**config.mk**
```make
export PLATFORM = sky130hd
export DESIGN_NAME = n_squared_counter
export DESIGN_NICKNAME = d
export VERILOG_FILES = /design/src/rtl/n_squared_pkg.sv /design/src/rtl/square_step.sv /design/src/rtl/n_squared_counter.sv
export SDC_FILE = /design/constraint.sdc
export NUM_CORES = 1
export LEC_CHECK = 0
export ABC_AREA = 1
export BUFFER_PORTS_ARGS = -buffer_cell sky130_fd_sc_hd__clkbuf_2
export CORE_AREA = 2 2 39 41
export CTS_BUF_LIST = sky130_fd_sc_hd__clkbuf_4 sky130_fd_sc_hd__clkbuf_8 sky130_fd_sc_hd__clkbuf_16
export DETAILED_ROUTE_END_ITERATION = 12
export DIE_AREA = 0 0 41 43
export PLACE_DENSITY_LB_ADDON = 0.2
export RECOVER_POWER = 100
export SYNTH_ARGS = -nofsm -noshare
export SYNTH_HDL_FRONTEND = slang
export SYNTH_SLANG_ARGS = --single-unit
```
**constraint.sdc**
```tcl
create_clock -name clk -period 4 [get_ports clk]
set_clock_uncertainty 0.2 [all_clocks]
set_input_delay 0.4 -clock clk [delete_from_list [all_inputs] [get_ports clk]]
set_output_delay 0.4 -clock clk [all_outputs]
set_load 0.005 [all_outputs]
```
**src/rtl/n_squared_pkg.sv**
```systemverilog
// Shared constants and helpers for the n-squared counter.
// Build option: N_SQUARED_CHECK_EN enables a simulation-only self-check in the top.
package n_squared_pkg;

  // Default width W of the internal count n.
  localparam int N_SQ_DEFAULT_WIDTH = 4;

  // Width of the running square for a count of width w.
  function automatic int sq_width(input int w);
    return 2 * w;
  endfunction

endpackage : n_squared_pkg

```
**src/rtl/square_step.sv**
```systemverilog
// One step of the incremental square: (n+1)^2 = n^2 + 2n + 1.
// Purely combinational; the caller owns the registers.
module square_step
  import n_squared_pkg::*;
#(
  parameter int W = N_SQ_DEFAULT_WIDTH
) (
  input  logic [W-1:0]           n,
  input  logic [sq_width(W)-1:0] sq,
  output logic [W-1:0]           n_next,
  output logic [sq_width(W)-1:0] sq_next
);

  localparam int SW = sq_width(W);

  // 2n+1 as a (W+1)-bit value is simply n with a 1 appended below it.
  logic [W:0]    odd_inc;
  logic [SW-1:0] odd_ext;

  // Zero-extend the odd increment; assigning a slice avoids a zero-width
  // replication when W=1.
  always_comb begin
    odd_inc      = {n, 1'b1};
    odd_ext      = '0;
    odd_ext[W:0] = odd_inc;
  end

  // Both sums truncate naturally, which makes the wrap at n=2^W-1 land on 0.
  assign n_next  = n + 1'b1;
  assign sq_next = sq + odd_ext;

endmodule : square_step

```
**src/rtl/n_squared_counter.sv**
```systemverilog
// Free-running counter whose output is n^2, built without a multiplier.
// Build option: N_SQUARED_CHECK_EN adds a simulation-only comparison of the
// output against a true multiply; the synthesized logic is unchanged.
module n_squared_counter
  import n_squared_pkg::*;
#(
  parameter int count_width = N_SQ_DEFAULT_WIDTH
) (
  input  logic                             clk,
  input  logic                             reset,
  output logic [sq_width(count_width)-1:0] count_squared
);

  localparam int W  = count_width;
  localparam int SW = sq_width(count_width);

  logic [W-1:0]  n_q,  n_d;
  logic [SW-1:0] sq_q, sq_d;

  square_step #(.W(W)) u_step (
    .n       (n_q),
    .sq      (sq_q),
    .n_next  (n_d),
    .sq_next (sq_d)
  );

  // State registers: cleared immediately by reset, advanced every edge otherwise.
  always_ff @(posedge clk or negedge reset) begin
    if (!reset) begin
      n_q  <= '0;
      sq_q <= '0;
    end else begin
      n_q  <= n_d;
      sq_q <= sq_d;
    end
  end

  assign count_squared = sq_q;

`ifdef N_SQUARED_CHECK_EN
  logic [SW-1:0] sq_ref;
  assign sq_ref = SW'(SW'(n_q) * SW'(n_q));

  // Each cycle out of reset, compare the running square against n*n.
  always @(posedge clk) begin
    if (reset && (count_squared !== sq_ref))
      $error("n_squared_counter: n=%0d expected=%0d actual=%0d", n_q, sq_ref, count_squared);
  end
`endif

endmodule : n_squared_counter

```
==> impl_metrics.toml <==
[logic_synthesis]
synth_fa_ha_area_share_pct = 13.3
post_synth.cell_area_avg_um2 = 8.88
seq_area_frac_synth_pct = 48.3
syn-num-nets = 78
synth_top_area_share_pct = 48.3
synthXorXnorAreaFrac_pct = 7.04
synthCells = 70
synthDistinctLibCells = 13
yosys_warnings = 0
syn_area_um2 = 622
synth_area_leaders = "dfrtp_1 48%, nand2_1 13%, ha_1 10%"
synth_area_leader_cell = "dfrtp_1"
ys_ff_latch = 12
muxShareOfSynthArea_pct = 0
synth-compound-area-share_pct = 0
synth-simple-area-share_pct = 24.1
synth_top_family_by_area = "simple AND/OR/NAND/NOR gates"

[die]
num_rows = 14
core_area_mm2 = 0.00138
die_w_um = 41
start_util_pct = 44.9
die-area_mm2 = 0.00176
io_pins = 10
dieHeight_um = 43

[placement]
dp_slack_ns = 2.43
place_congestion = 0.750
hpwlAfterDp_um = 773
portBuffers = 9

[power_and_ir_drop]
p_int_uw = 177
combPwrFrac_pct = 1.5
power.share.clock_pct = 43.8
power_leakage_uw = 0.000428
vdd_drop_max_uv = 192
p_total_uw = 221
power_density_mw_per_mm2 = 304
p_seq_share_pct = 54.8
p_sw_uw = 43.9
switching_share_pct = 19.8

[worst_hold_path]
hold_path_depth = 1
holdPathEnd = "count_squared[0]"
worstHoldStart = "count_squared[0]"
hp-class = "reg2reg"

[clocking]
clock-sinks = 12
clock_latency_ns = 0.27
postCtsHoldBufs = 1
cts_resized = 0
cts_setup_buffers = 0
numCtsBuffers = 3
clk_path_buf_depth = 2
clk_pin_slew_ns = 0.08
root_buffer = "clkbuf_4"
tritoncts = "yes"
cts_max_level = 1

[sta]
grt_setup_unrepaired = "no"
layout_min_cycle_time_ns = 1.60
slew_headroom_pct = 56.8
finalSetupTns_ns = 0
tightest_slew_ns = 0.648
fmax_ghz = 0.625
timing.final.max_slew_violations = 0
setup_viol_count_final = 0
hold_viol = 0
setup_ws_ns = 2.40
post-route-period-util_pct = 40.0

[drt]
drt_iter0_drc = 5
ant_nets = 0
vias = 457
routed_wl_mm = 1.00
drt-vias-per-instance = 4.57
first_pass_iters = 4
drc = 0
wl_per_cell_um = 10.0

[global_routing]
grt_pass1_wl_mm = 1.82
grt_max_degree = 13
grt-ovfl-total = 0
grt_pass1_vias = 453
grt_antenna_before_repair = 0
track_usage_pct = 16.1

[worst_setup_path]
worst-setup-path-type = "reg2reg"
cp_data_arrival_time_ns = 1.56
r2r_cells = 6
required_ns = 3.96
reg2reg_from = "n_q[1]"
r2r-end = "count_squared[5]"
reg2reg_slack_ns = 2.40
crit_fanout = 3
start_kind = "flip-flop"
end_kind = "flip-flop"

[status]
outcome = "completed"

[cells_and_area]
n_fill_cell = 147
antenna_cells = 0
area.growth.synth_to_final_pct = 17.1
nNetsFinal = 93
seq_area_um2 = 300
final_cell_mix = "21 x nand2_1, 12 x inv_1, 12 x dfrtp_1"
multi_input_area_um2 = 274
mostFrequentLayoutCell = "nand2_1"
drive_above_1_share_pct = 14.3

[job]
maxCapViolations = 0
-- worst max-delay path by stage --
stage / startpoint / end / slack [ns] / cells past startpoint
6_report: n_q[1] / count_squared[5] / 2.40 / 6
3_5_place_dp: n_q[1] / count_squared[5] / 2.43 / 6
2_1_floorplan: count_squared[0] / count_squared[6] / 2.49 / 6
5_1_grt: count_squared[0] / count_squared[6] / 2.25 / 7
4_1_cts: n_q[1] / count_squared[5] / 2.41 / 6
3_3_place_gp: count_squared[0] / count_squared[6] / 2.45 / 6
-- per-layer routing --
| layer | global-route usage, % | share of wire, % |
|---|---|---|
| met5 | 0 | 0 |
| met4 | 12.0 | 1.7 |
| met3 | 4.71 | 3.9 |
| met2 | 22.2 | 49 |
| met1 | 20.4 | 45 |
-- synthesized netlist by cell type --
library cell   n
nand4_1        1
ha_1           5
dfrtp_1       12
fa_1           1
nand2_2        1
nand3_1        7
xnor2_1        4
nor2_2         1
nand2_1       21
inv_1         12
nor2_1         3
xor2_1         1
or2_1          1
-- through the flow --
stage / instances / instance area, um^2 / hold slack, ns / util [%]
after floorplan: 70 / 622 / -0.0956 / -
after global placement: 95 / 687 / 0.106 / 49.6
after detailed placement: 95 / 687 / 0.107 / 49.6
after CTS: 100 / 733 / 0.286 / 53.0
after global routing: 100 / 728 / 0.318 / 52.6
final: 100 / 728 / 0.280 / 52.6
-- sequential cells by signal, indices dropped and copies added (netlist names) --
| register | flops |
|---|---|
| count_squared | 8 |
| n_q | 4 |
-- logic make-up (layout without fill, tap and decap cells) --
kind of cell             count (synthesis)  count (layout)
adder cells (fa/ha/maj)                  6               6
flip-flops                              12              12
buffers and inverters                   12              26
XOR/XNOR                                 5               5
AND/OR/NAND/NOR                         35              35
-- area by class of cell --
cell class              count  share of cell area, %
clock buffers               4                   4.98
well taps                  16                   2.75
inverters                  12                   6.19
repair buffers             10                   7.22
flip-flops and latches     12                   41.2
multi-input cells          46                   37.6
-- critical path, cell delays in order, from the launching register on --
cell and delay [ns]:
dfrtp_1 0.41, ha_1 0.33, or2_0 0.25, nand3_1 0.13, nand2_1 0.06, nand2_1 0.06
nand2_1 0.05
-- power by group through the flow --
stage	logic, uW	registers, uW	clock network (uW)
after floorplan	0.000211	124	0
after global placement	2.91	124	0
after detailed placement	2.91	124	0
after CTS	3.68	121	100
after global routing	3.96	121	107
final	3.21	121	96.8
No activity file was read; power rests on OpenSTA's default activity.
